<file path="src/rtl/krz_pkg.sv">
// Shared krz SoC definitions: UART register word indices and STATUS bit layout.
// Mirrored in the firmware headers, so keep values in sync with them.
package krz_pkg;

  localparam logic [1:0] UART_TXDATA = 2'd0;
  localparam logic [1:0] UART_STATUS = 2'd1;
  localparam logic [1:0] UART_BAUD   = 2'd2;

  localparam int STAT_FULL    = 0;
  localparam int STAT_EMPTY   = 1;
  localparam int STAT_BUSY    = 2;
  localparam int STAT_OVF     = 3;
  localparam int STAT_LEVEL   = 8;
  localparam int STAT_LEVEL_W = 5;

endpackage

</file>
<file path="src/rtl/krz_sync_fifo.sv">
// Single-clock circular FIFO with extra-MSB pointers for full/empty detection.
// A pop and a push in the same cycle are both honoured even when full.
module krz_sync_fifo #(
  parameter  int WIDTH = 8,
  parameter  int DEPTH = 4,
  localparam int AW    = $clog2(DEPTH)
) (
  input  logic             clk,
  input  logic             rstz,
  input  logic             push,
  input  logic [WIDTH-1:0] wdata,
  input  logic             pop,
  output logic [WIDTH-1:0] rdata,
  output logic             full,
  output logic             empty,
  output logic [AW:0]      level
);

  logic [WIDTH-1:0] mem [DEPTH];
  logic [AW:0]      wr_ptr;
  logic [AW:0]      rd_ptr;
  logic             do_pop;
  logic             do_push;

  assign empty   = (wr_ptr == rd_ptr);
  assign full    = (wr_ptr[AW] != rd_ptr[AW]) && (wr_ptr[AW-1:0] == rd_ptr[AW-1:0]);
  assign do_pop  = pop & ~empty;
  assign do_push = push & (~full | do_pop);
  assign rdata   = mem[rd_ptr[AW-1:0]];
  assign level   = wr_ptr - rd_ptr;

  always_ff @(posedge clk or negedge rstz) begin
    if (!rstz) begin
      wr_ptr <= '0;
      rd_ptr <= '0;
    end else begin
      if (do_push) wr_ptr <= wr_ptr + (AW+1)'(1);
      if (do_pop)  rd_ptr <= rd_ptr + (AW+1)'(1);
    end
  end

  // Storage needs no reset; the pointers alone define what is valid.
  always_ff @(posedge clk) begin
    if (do_push) mem[wr_ptr[AW-1:0]] <= wdata;
  end

endmodule

</file>
<file path="src/rtl/krz_uart_tx.sv">
// Wishbone-mapped 8N1 UART transmitter: TX FIFO, per-frame baud divider, shift FSM.
//   state   | meaning
//   S_IDLE  | line high, waiting for a byte in the FIFO
//   S_START | start bit (low) for one bit period
//   S_DATA  | eight data bits, LSB first
//   S_STOP  | stop bit (high); chains straight into S_START if more data queued
module krz_uart_tx
  import krz_pkg::*;
#(
  parameter int          FIFO_DEPTH   = 4,
  parameter logic [15:0] BAUD_DIV_RST = 16'd103
) (
  input  logic        clk,
  input  logic        rstz,
  input  logic [3:0]  wb_adr_i,
  input  logic [31:0] wb_dat_i,
  output logic [31:0] wb_dat_o,
  input  logic        wb_we_i,
  input  logic        wb_stb_i,
  output logic        wb_ack_o,
  output logic        tx,
  output logic        irq_tx_empty
);

  localparam int LW = $clog2(FIFO_DEPTH) + 1;

  typedef enum logic [1:0] {S_IDLE, S_START, S_DATA, S_STOP} state_t;

  state_t      state, state_d;
  logic [7:0]  shift, shift_d;
  logic [2:0]  bit_cnt, bit_cnt_d;
  logic [15:0] baud_cnt, baud_cnt_d;
  logic [15:0] div_lat, div_lat_d;
  logic        tx_q, tx_d;
  logic        ack_q, ovf, irq_q;
  logic [15:0] baud_div;
  logic        fifo_pop, fifo_full, fifo_empty, load_frame, tick;
  logic [7:0]  fifo_head;
  logic [LW-1:0] fifo_level;
  logic [1:0]  widx;
  logic        wr_txdata, wr_status, wr_baud;
  logic [31:0] status_w, rdata;
  logic        unused_bits;

  assign widx      = wb_adr_i[3:2];
  assign wr_txdata = ack_q & wb_we_i & (widx == UART_TXDATA);
  assign wr_status = ack_q & wb_we_i & (widx == UART_STATUS);
  assign wr_baud   = ack_q & wb_we_i & (widx == UART_BAUD);
  assign unused_bits = ^{wb_adr_i[1:0], wb_dat_i[31:16]};

  krz_sync_fifo #(.WIDTH(8), .DEPTH(FIFO_DEPTH)) u_fifo (
    .clk   (clk),
    .rstz  (rstz),
    .push  (wr_txdata),
    .wdata (wb_dat_i[7:0]),
    .pop   (fifo_pop),
    .rdata (fifo_head),
    .full  (fifo_full),
    .empty (fifo_empty),
    .level (fifo_level)
  );

  always_comb begin
    status_w = '0;
    status_w[STAT_FULL]  = fifo_full;
    status_w[STAT_EMPTY] = fifo_empty;
    status_w[STAT_BUSY]  = (state != S_IDLE);
    status_w[STAT_OVF]   = ovf;
    status_w[STAT_LEVEL +: STAT_LEVEL_W] = STAT_LEVEL_W'(fifo_level);
    case (widx)
      UART_STATUS: rdata = status_w;
      UART_BAUD:   rdata = {16'd0, baud_div};
      default:     rdata = '0;
    endcase
  end

  assign wb_dat_o     = ack_q ? rdata : '0;
  assign wb_ack_o     = ack_q;
  assign tx           = tx_q;
  assign irq_tx_empty = irq_q;

  // A push into a full FIFO survives only if the FSM pops in the same cycle.
  always_ff @(posedge clk or negedge rstz) begin
    if (!rstz) begin
      ack_q    <= 1'b0;
      ovf      <= 1'b0;
      baud_div <= BAUD_DIV_RST;
      irq_q    <= 1'b1;
    end else begin
      ack_q <= wb_stb_i & ~ack_q;
      if (wr_txdata && fifo_full && !fifo_pop) ovf <= 1'b1;
      else if (wr_status && wb_dat_i[STAT_OVF]) ovf <= 1'b0;
      if (wr_baud) baud_div <= wb_dat_i[15:0];
      irq_q <= (state == S_IDLE) & fifo_empty;
    end
  end

  assign tick = (baud_cnt == 16'd0);

  always_comb begin
    state_d    = state;
    shift_d    = shift;
    bit_cnt_d  = bit_cnt;
    baud_cnt_d = baud_cnt;
    div_lat_d  = div_lat;
    tx_d       = tx_q;
    load_frame = 1'b0;
    case (state)
      S_IDLE: begin
        tx_d       = 1'b1;
        load_frame = ~fifo_empty;
      end
      S_START: begin
        baud_cnt_d = baud_cnt - 16'd1;
        if (tick) begin
          baud_cnt_d = div_lat;
          bit_cnt_d  = 3'd0;
          tx_d       = shift[0];
          state_d    = S_DATA;
        end
      end
      S_DATA: begin
        baud_cnt_d = baud_cnt - 16'd1;
        if (tick) begin
          baud_cnt_d = div_lat;
          if (bit_cnt == 3'd7) begin
            tx_d    = 1'b1;
            state_d = S_STOP;
          end else begin
            shift_d   = {1'b0, shift[7:1]};
            tx_d      = shift[1];
            bit_cnt_d = bit_cnt + 3'd1;
          end
        end
      end
      S_STOP: begin
        baud_cnt_d = baud_cnt - 16'd1;
        if (tick) begin
          load_frame = ~fifo_empty;
          state_d    = S_IDLE;
        end
      end
      default: state_d = S_IDLE;
    endcase
    // Divider is latched here so a BAUD write never stretches a frame in flight.
    if (load_frame) begin
      shift_d    = fifo_head;
      div_lat_d  = baud_div;
      baud_cnt_d = baud_div;
      tx_d       = 1'b0;
      state_d    = S_START;
    end
  end

  assign fifo_pop = load_frame;

  always_ff @(posedge clk or negedge rstz) begin
    if (!rstz) begin
      state    <= S_IDLE;
      shift    <= '0;
      bit_cnt  <= '0;
      baud_cnt <= '0;
      div_lat  <= BAUD_DIV_RST;
      tx_q     <= 1'b1;
    end else begin
      state    <= state_d;
      shift    <= shift_d;
      bit_cnt  <= bit_cnt_d;
      baud_cnt <= baud_cnt_d;
      div_lat  <= div_lat_d;
      tx_q     <= tx_d;
    end
  end

endmodule

</file>
<file path="config.mk">
export PLATFORM = sky130hd
export DESIGN_NAME = krz_uart_tx
export DESIGN_NICKNAME = d
export VERILOG_FILES = /design/src/rtl/krz_pkg.sv /design/src/rtl/krz_sync_fifo.sv /design/src/rtl/krz_uart_tx.sv
export SDC_FILE = /design/constraint.sdc
export NUM_CORES = 1
export LEC_CHECK = 0
export CAP_MARGIN = 20
export CORE_MARGIN = 2
export CORE_UTILIZATION = 55
export DETAILED_ROUTE_END_ITERATION = 10
export PLACE_DENSITY = 0.8
export SLEW_MARGIN = 5
export SYNTH_ARGS = -nofsm -noshare
export SYNTH_HDL_FRONTEND = slang
export SYNTH_HIERARCHICAL = 1
export SYNTH_SLANG_ARGS = --single-unit
</file>
<file path="constraint.sdc">
create_clock -name clk -period 5.02 [get_ports clk]
set_input_delay 0.502 -clock clk [delete_from_list [all_inputs] [get_ports clk]]
set_output_delay 0.502 -clock clk [all_outputs]
set_load 0.01 [all_outputs]
</file>
==> flow_metrics.py, run 1 <==
metrics = {
    "status": {
        "status": "complete, no violations",
    },
    "sta": {
        "setup_tns_ns": 0,
        "setup_slack_ns": 1.45,
        "fmax_mhz": 280,
        "fin_crit_sh_pct": 71.1,
        "worstMarginPinSlew_ns": 0.940,
        "rsz0062_at_grt": "no",
        "relSlewSlack_pct": 37.3,
        "min_period_ns": 3.57,
        "final_max_slew_viol_count": 0,
        "fin_skew_ns": 0.0151,
        "setup_viol": 0,
        "hold_viol": 0,
    },
    "critical_path": {
        "worst_ep_arrival_time_ns": 3.57,
        "reg2reg_from": "u_fifo/rd_ptr[0]",
        "reg2reg_depth": 9,
        "crit_path_start_kind": "flip-flop",
        "setup.worst_path.class": "reg -> reg",
        "required_ns": 5.02,
        "cp-end-kind": "flip-flop",
        "rrSetupSlack_ns": 1.45,
        "r2r_end": "u_fifo/mem[3][5]",
        "critPathMaxFanout": 46,
    },
    "finish": {
        "final_cells": 627,
        "n_antenna_cell": 0,
        "area_delta_synth_final_pct": 11.6,
        "post-route-cell-area_um2": 5860,
        "nNetsFinal": 552,
        "layout-drive-gt1-share_pct": 14.9,
    },
    "floorplan": {
        "initial_core_util_pct": 56.8,
        "die_y_um": 102,
        "ios": 75,
        "core_um2": 9240,
        "rows": 35,
        "die_area_um2": 10300,
        "die_w_um": 102,
    },
    "drt": {
        "first_iter_violations": 311,
        "wirelength_um": 10800,
        "vias": 3670,
        "via_per_inst": 5.85,
        "antenna_left": 0,
        "drc": 0,
        "dr.pass1.iters": 5,
        "routedWlPerCell_um": 17.2,
    },
    "yosys": {
        "syn_area_per_cell_um2": 11.4,
        "synth_top_area_cell": "dfrtp_1",
        "synth-edff-count": 32,
        "synth_cell_types": 64,
        "yosys_warnings": 6,
        "postSynthCellCount": 462,
        "ys_top_cells_by_area": "dfrtp_1 28%, edfxtp_1 18%, dfstp_2 6.0%",
        "ys_ff_latch": 103,
        "netlist_area_um2": 5250,
        "seq_area_frac_synth_pct": 52.5,
        "async_reset_ff_share_pct": 68.9,
        "synthFlopType": "dfrtp_1",
        "synth_top_area_share_pct": 28.1,
    },
    "clock_network": {
        "cts_resized": 0,
        "cts_tree": "done",
        "cts_made_buffers": 9,
        "cts_sinks": 103,
        "htree_num_levels": 3,
        "cts.hold.buffers_added": 0,
        "clk_pin_slew_ns": 0.10,
        "cts_root_buf": "clkbuf_8",
        "clkLatencyLatePin_ns": 0.37,
        "cts_buffer_depth": 2,
        "cts_setup_buffers": 0,
    },
    "placement": {
        "place_ws_ns": 1.47,
        "gp_congestion": 0.845,
        "dp_cells": 611,
        "dpl_cell_area_um2": 5660,
        "port_buffers": 40,
        "dp_hpwl_um": 7400,
    },
    "worst_hold_path": {
        "hold_class": "in -> async",
    },
    "global_route": {
        "grt_max_degree": 72,
        "grt-ovfl-total": 0,
        "gr-usage-all-layers_pct": 21.8,
        "grt_pass1_wl_um": 17500,
        "antenna_found_initial": 0,
        "grt_pass1_vias": 3580,
    },
    "power_and_ir_drop": {
        "power.density_nw_per_um2": 555,
        "peakVddDrop_uv": 437,
        "total_power_mw": 3.25,
        "leakagePower_nw": 2.45,
    },
    "flow_run": {
        "maxCapViolations": 0,
    },
}
## cell families (layout without fill, tap and decap cells)
logic type               Yosys count  count (layout)  synth area share (%)
AO/OA/AOI/OAI                     80              80                  10.6
XOR/XNOR                          13              13                  2.31
adder cells (fa/ha/maj)           19              19                  4.67
buffers and inverters             56              77                  5.49
flip-flops                       103             103                  52.5
multiplexers                      38              38                  9.71
other                              1              16                0.0715
AND/OR/NAND/NOR                  152             152                  14.7
## area by class of cell
type | instances | area, um^2
Clock buffer | 9 | 124
Clock inverter | 7 | 67.6
Fill cell | 703 | 3380
Inverter | 18 | 70.1
Multi-Input combinational cell | 318 | 2260
Sequential cell | 103 | 2750
Tap cell | 129 | 161
Timing Repair Buffer | 43 | 418
## flip-flops by register name, summed over array words and instances, names as in the netlist, 3 cells and up
name and cells:
baud_cnt 16, u_fifo/rd_ptr 3, shift 8, baud_div 16
bit_cnt 3, div_lat 16, u_fifo/wr_ptr 3, u_fifo/mem 32
## synth_stat cells (10+ instances only)
cell type  instances
dfrtp_1           59
edfxtp_1          32
nor2_1            19
buf_4             16
mux2i_1           10
and3_1            13
mux2_2            19
nand2_1           78
o21ai_0           26
clkbuf_1          15
inv_1             17
ha_1              18
dfstp_2           12
## metrics by stage
step,hold WS [ns],util (%)
6_report,0.317,63.4
5_1_grt,0.414,63.4
4_1_cts,0.364,63.4
3_5_place_dp,0.450,61.3
3_3_place_gp,0.447,61.3
2_1_floorplan,0.206,-
## routing by layer
layer	vias up	track usage [%]	wire length (um)
li1	1701	-	-
met1	1805	30.6	4820
met2	142	34.0	5190
met3	22	2.90	493
met4	0	10.4	289
met5	-	0	0
## worst max path at each step
stage	startpoint	endpoint
2_1_floorplan	u_fifo/rd_ptr[1]	u_fifo/mem[0][0]
5_1_grt	u_fifo/rd_ptr[0]	u_fifo/mem[3][5]
3_5_place_dp	u_fifo/rd_ptr[0]	u_fifo/mem[3][2]
6_report	u_fifo/rd_ptr[0]	u_fifo/mem[3][5]
4_1_cts	u_fifo/rd_ptr[0]	u_fifo/mem[3][1]
3_3_place_gp	u_fifo/rd_ptr[0]	u_fifo/mem[3][2]
## worst max-delay path: stages, from the launching register on
cell,delay (ns)
dfrtp_1,0.78
ha_1,0.40
nand2_1,0.14
nor2b_1,0.14
nor2_1,0.19
nand2_1,0.08
o21a_1,0.24
inv_4,0.35
inv_1,0.13
a21oi_1,0.75
## power breakdown
part / switching [mW] / total (mW) / leakage [nW] / internal [mW]
Sequential: 0.267 / 1.40 / 1.15 / 1.13
Clock: 0.308 / 0.500 / 0.0984 / 0.192
Combinational: 0.777 / 1.35 / 1.20 / 0.576
Total: 1.35 / 3.25 / 2.45 / 1.90
## cells in the final DEF, fill, tap and decap left out, drive strengths merged, types with 12 or more instances in the layout
master          n
nand2          78
dfrtp          59
clkdlybuf4s50  39
edfxtp         32
o21ai          27
mux2           20
inv            20
nor2           19
ha             18
conb           16
and3           13
dfstp          12
Note: power is estimated with default switching activity, not from simulation.
==> run 2, diff against run 1 <==
- clock period: 5.02 -> 3.6 ns (I/O delays scaled with it)
==> run 2 against run 1 <==
Worst hold slack improved by 0.15 ns; clock power increased by 47%; critical path depth increased by 1; maximum frequency increased by 20%; cell area increased by 1.3%; flip-flop and latch count unchanged; critical path type unchanged; critical endpoint is now u_fifo/rd_ptr[1]; largest power group is now combinational logic; highest routed layer unchanged.
==> flow_metrics.py, run 2 (same netlist as run 1, synthesis figures left out) <==
metrics = {
    "status": {
        "status": "complete, no violations",
    },
    "sta": {
        "rsz0062_at_grt": "no",
        "fin_skew_ns": 0.0162,
        "min_period_ns": 2.98,
        "fmax_mhz": 336,
        "worstMarginPinSlew_ns": 0.683,
        "hold_viol": 0,
        "relSlewSlack_pct": 54.1,
        "fin_crit_sh_pct": 82.7,
        "setup_tns_ns": 0,
        "setup_viol": 0,
        "final_max_slew_viol_count": 0,
    },
    "placement": {
        "gp_congestion": 0.824,
        "dp_hpwl_um": 7920,
        "port_buffers": 40,
    },
    "floorplan": {
        "rows": 35,
        "ios": 75,
        "die_area_um2": 10300,
        "core_um2": 9240,
        "die_y_um": 102,
        "die_w_um": 102,
        "initial_core_util_pct": 56.8,
    },
    "critical_path": {
        "cp_num_buf_inv": 4,
        "required_ns": 3.87,
        "cpMostUsedCell": "inv_1",
        "reg2reg_from": "baud_cnt[0]",
        "setup.worst_path.class": "reg -> reg",
        "cp_slowest_stage_delay_ns": 0.43,
        "crit_path_start_kind": "flip-flop",
        "critPathMaxFanout": 45,
        "crit_slowest_cell": "dfrtp_1",
        "cp_cell_sequence": "inv_1 > ha_1 > nor3b_1 > nand4_2 > o21a_1 > inv_4 > buf_4 > inv_1 > a31o_1 > mux2_4",
        "critPathTopFamily": "simple AND/OR/NAND/NOR gates",
        "startpoint": "baud_cnt[0]",
        "cp-end-kind": "flip-flop",
        "worst_ep_arrival_time_ns": 3.25,
    },
    "finish": {
        "area_delta_synth_final_pct": 13.1,
        "layout.area.seq_um2": 2750,
        "layout-drive-gt1-share_pct": 16.2,
        "multi_input_area_um2": 2260,
        "n_antenna_cell": 0,
        "layout_commonest_cell": "nand2_1",
        "largest_register_ff_count": 32,
        "mostFrequentLayoutCells": "78 x nand2_1, 59 x dfrtp_1, 39 x clkdlybuf4s50_1",
        "num-fill-cells": 691,
        "nNetsFinal": 561,
    },
    "clock_network": {
        "htree_num_levels": 3,
        "clkLatencyLatePin_ns": 0.38,
        "clk_pin_slew_ns": 0.11,
        "cts_root_buf": "clkbuf_8",
        "cts_buffer_depth": 2,
        "cts_tree": "done",
        "cts_resized": 0,
        "cts_sinks": 103,
        "cts_made_buffers": 9,
    },
    "drt": {
        "routedWlPerCell_um": 17.6,
        "antenna_left": 0,
        "first_iter_violations": 295,
        "wirelength_um": 11200,
        "dr.pass1.iters": 5,
        "via_per_inst": 5.86,
        "vias": 3725,
        "drc": 0,
    },
    "power_and_ir_drop": {
        "power.density_nw_per_um2": 778,
        "peakVddDrop_uv": 461,
        "total_power_mw": 4.62,
        "leakagePower_nw": 2.49,
    },
    "worst_hold_path": {
        "min_from": "div_lat[1]",
        "hold_class": "reg -> reg",
    },
    "global_route": {
        "antenna_found_initial": 0,
        "grt_pass1_vias": 3636,
        "grt-ovfl-total": 0,
        "grt_pass1_wl_um": 18500,
        "grt_max_degree": 48,
        "gr-usage-all-layers_pct": 23.4,
    },
    "flow_run": {
        "maxCapViolations": 0,
    },
}
[run 2: layer usage]
| layer | vias to the layer above | global-route usage [%] | part of all wire (%) |
|---|---|---|---|
| li1 | 1711 | - | - |
| met1 | 1846 | 32.3 | 44 |
| met2 | 149 | 37.4 | 48 |
| met3 | 19 | 4.97 | 5.8 |
| met4 | 0 | 7.07 | 1.9 |
| met5 | - | 0 | 0 |
[run 2: worst min-delay path, stage by stage (launching register included)]
cell and delay, ns:
dfstp_2 0.38, nand2_1 0.05, nand2_1 0.05
[run 2: report_power, final]
group / internal (mW) / switching, mW
registers: 1.57 / 0.327
logic: 0.851 / 1.13
clock network: 0.282 / 0.454
total: 2.71 / 1.91
[run 2: area by class of cell]
class,instances,share of cell area [%]
flip-flops and latches,103,46.4
multi-input cells,318,38.1
repair buffers,52,8.22
well taps,129,2.72
clock buffers,9,2.09
clock inverters,7,1.29
inverters,18,1.18
[run 2: worst paths after layout]
check,to,cells past startpoint,slack (ns)
hold reg to reg,div_lat[1],2,0.47
setup reg to reg,u_fifo/rd_ptr[1],10,0.62
hold / removal,div_lat[1],2,0.47
min in group asynchronous,baud_div[7],2,0.49
max in group asynchronous,div_lat[0],3,2.11
setup / recovery,u_fifo/rd_ptr[1],10,0.62
[run 2: through the flow]
| stage | hold WS (ns) | setup slack (ns) | cell area (um^2) | util (%) | cells |
|---|---|---|---|---|---|
| finish | 0.466 | 0.624 | 5930 | 64.2 | 636 |
| global route | 0.478 | 0.383 | 5930 | 64.2 | 636 |
| CTS | 0.466 | 0.635 | 5930 | 64.2 | 636 |
| detailed placement | 0.369 | 0.680 | 5720 | 61.9 | 619 |
| global placement | 0.369 | 0.742 | 5720 | 61.9 | 619 |
| floorplan | 0.0644 | 0.629 | 5300 | - | 477 |
[run 2: what timing repair did]
| item | in CTS | in global routing |
|---|---|---|
| hold buffers | 1 | 0 |
| buffers inserted | 0 | 0 |
| endpoints found under the setup margin | 0 | 0 |
| endpoints found under the hold margin | 20 | 0 |
==> run 3, diff against run 2 <==
- CORE_UTILIZATION: 55 -> 49
- PLACE_DENSITY: 0.8 -> 0.76
- clock period: 3.6 -> 2.65 ns (I/O delays scaled with it)
==> run 3 against run 2 <==
First-iteration DRC count decreased by 12%; die area increased by 12%; global-route usage decreased by 2.9 points; clock power increased by 39%; register-to-register slack got worse by 0.50 ns; clock skew decreased by 0.0067 ns; core utilization decreased by 6.0 points; final cell count increased by 2.2%; highest routed layer unchanged.
==> flow_metrics.py, run 3 (same netlist as run 1, synthesis figures left out) <==
metrics = {
    "global_route": {
        "antenna_found_initial": 0,
        "grt_max_degree": 72,
        "grt_pass1_wl_um": 18400,
        "gr-usage-all-layers_pct": 20.5,
        "grt-ovfl-total": 0,
        "grt_pass1_vias": 3695,
    },
    "sta": {
        "setup_viol": 0,
        "setup_slack_ns": 0.104,
        "fin_crit_sh_pct": 96.1,
        "min_period_ns": 2.55,
        "worstMarginPinSlew_ns": 0.889,
        "fin_skew_ns": 0.00952,
        "final_max_slew_viol_count": 0,
        "rsz0062_at_grt": "yes",
        "hold_viol": 0,
        "relSlewSlack_pct": 40.7,
        "fmax_mhz": 393,
    },
    "clock_network": {
        "cts.hold.buffers_added": 0,
        "cts_root_buf": "clkbuf_8",
        "cts_buffer_depth": 2,
        "clk_pin_slew_ns": 0.10,
        "clkLatencyLatePin_ns": 0.38,
        "htree_num_levels": 3,
        "cts_setup_buffers": 0,
        "cts_made_buffers": 9,
        "cts_tree": "done",
        "cts_sinks": 103,
    },
    "finish": {
        "largest_register_ff_count": 32,
        "n_antenna_cell": 0,
        "multi_input_area_um2": 2300,
        "final_cells": 650,
        "area_delta_synth_final_pct": 15.2,
        "mostFrequentLayoutCells": "78 x nand2_1, 58 x dfrtp_1, 36 x clkdlybuf4s50_1",
        "layout.area.seq_um2": 2750,
        "num-fill-cells": 875,
        "nNetsFinal": 568,
        "fin_util_pct": 58.3,
        "layout_commonest_cell": "nand2_1",
        "layout-drive-gt1-share_pct": 19.3,
    },
    "drt": {
        "wirelength_um": 11200,
        "routedWlPerCell_um": 17.2,
        "via_per_inst": 5.73,
        "drc": 0,
        "vias": 3723,
        "first_iter_violations": 259,
        "dr.pass1.iters": 5,
        "antenna_left": 0,
    },
    "critical_path": {
        "critPathMaxFanout": 4,
        "cp-end-kind": "output port",
        "worst_ep_arrival_time_ns": 2.28,
        "required_ns": 2.38,
        "crit_path_start_kind": "flip-flop",
        "setup.worst_path.class": "reg -> out",
    },
    "floorplan": {
        "die_w_um": 107,
        "ios": 75,
        "die_area_um2": 11600,
        "core_um2": 10400,
        "die_y_um": 107,
        "initial_core_util_pct": 50.6,
        "rows": 37,
    },
    "power_and_ir_drop": {
        "power.density_nw_per_um2": 1060,
        "peakVddDrop_uv": 702,
        "leakagePower_nw": 2.56,
    },
    "placement": {
        "gp_congestion": 0.833,
        "dp_hpwl_um": 7830,
        "dp_cells": 634,
        "port_buffers": 40,
        "place_ws_ns": 0.0987,
    },
    "status": {
        "status": "complete, no violations",
    },
    "worst_hold_path": {
        "hold_class": "in -> async",
    },
    "flow_run": {
        "maxCapViolations": 0,
    },
}
-- run 3: area by class of cell --
cell class / count / share of cell area (%)
Clock buffer: 9 / 2.05
Clock inverter: 7 / 1.30
Sequential cell: 103 / 45.6
Tap cell: 136 / 2.82
Timing Repair Buffer: 59 / 9.03
Inverter: 18 / 1.16
Multi-Input combinational cell: 318 / 38.1
-- run 3: timing repair --
item | 4_1_cts | 5_1_grt
gates resized for setup | 1 | 10
endpoints found under the setup margin | 1 | 28
pin swaps | 0 | 0
-- run 3: routing by layer --
layer  vias up  track usage, %  part of all wire, %
met2       130            33.3                   48
met1      1846            27.7                   45
met3        17            3.63                  5.5
met4         0            7.60                  1.7
li1       1730               -                    -
met5         -               0                    0
-- run 3: per-stage QoR --
| step | TNS [ns] | power, mW | area [um^2] | hold WS [ns] |
|---|---|---|---|---|
| after detailed placement | 0 | 5.34 | 5810 | 0.452 |
| after global placement | 0 | 5.21 | 5810 | 0.445 |
| after floorplan | 0 | 4.56 | 5330 | -0.0306 |
| after global routing | -0.118 | 6.83 | 6040 | 0.184 |
| after CTS | 0 | 6.36 | 6010 | 0.113 |
| final | 0 | 6.41 | 6040 | 0.0826 |
-- run 3: critical path, cell delays in order (launching register included) --
cell	delay, ns
dfrtp_1	0.36
inv_1	0.08
ha_1	0.35
nand2_1	0.16
nor2_4	0.17
a22oi_1	0.09
nor2_1	0.12
clkdlybuf4s50_1	0.56
-- run 3: worst paths after layout --
check / start / to / slack, ns / cells past startpoint
max reg2reg: u_fifo/wr_ptr[1] / baud_cnt[14] / 0.12 / 10
min: rstz / baud_div[13] / 0.08 / 2
min reg2reg: div_lat[5] / div_lat[5] / 0.47 / 2
max in group asynchronous: rstz / u_fifo/wr_ptr[1] / 1.95 / 2
max: u_fifo/wr_ptr[0] / wb_dat_o[0] / 0.10 / 7
min in group clk: wb_stb_i / wb_ack_o / 0.43 / 2
-- run 3: report_power, final --
part | switching [mW] | internal, mW
combinational | 1.60 | 1.22
clock | 0.571 | 0.447
sequential | 0.429 | 2.14
total | 2.60 | 3.81
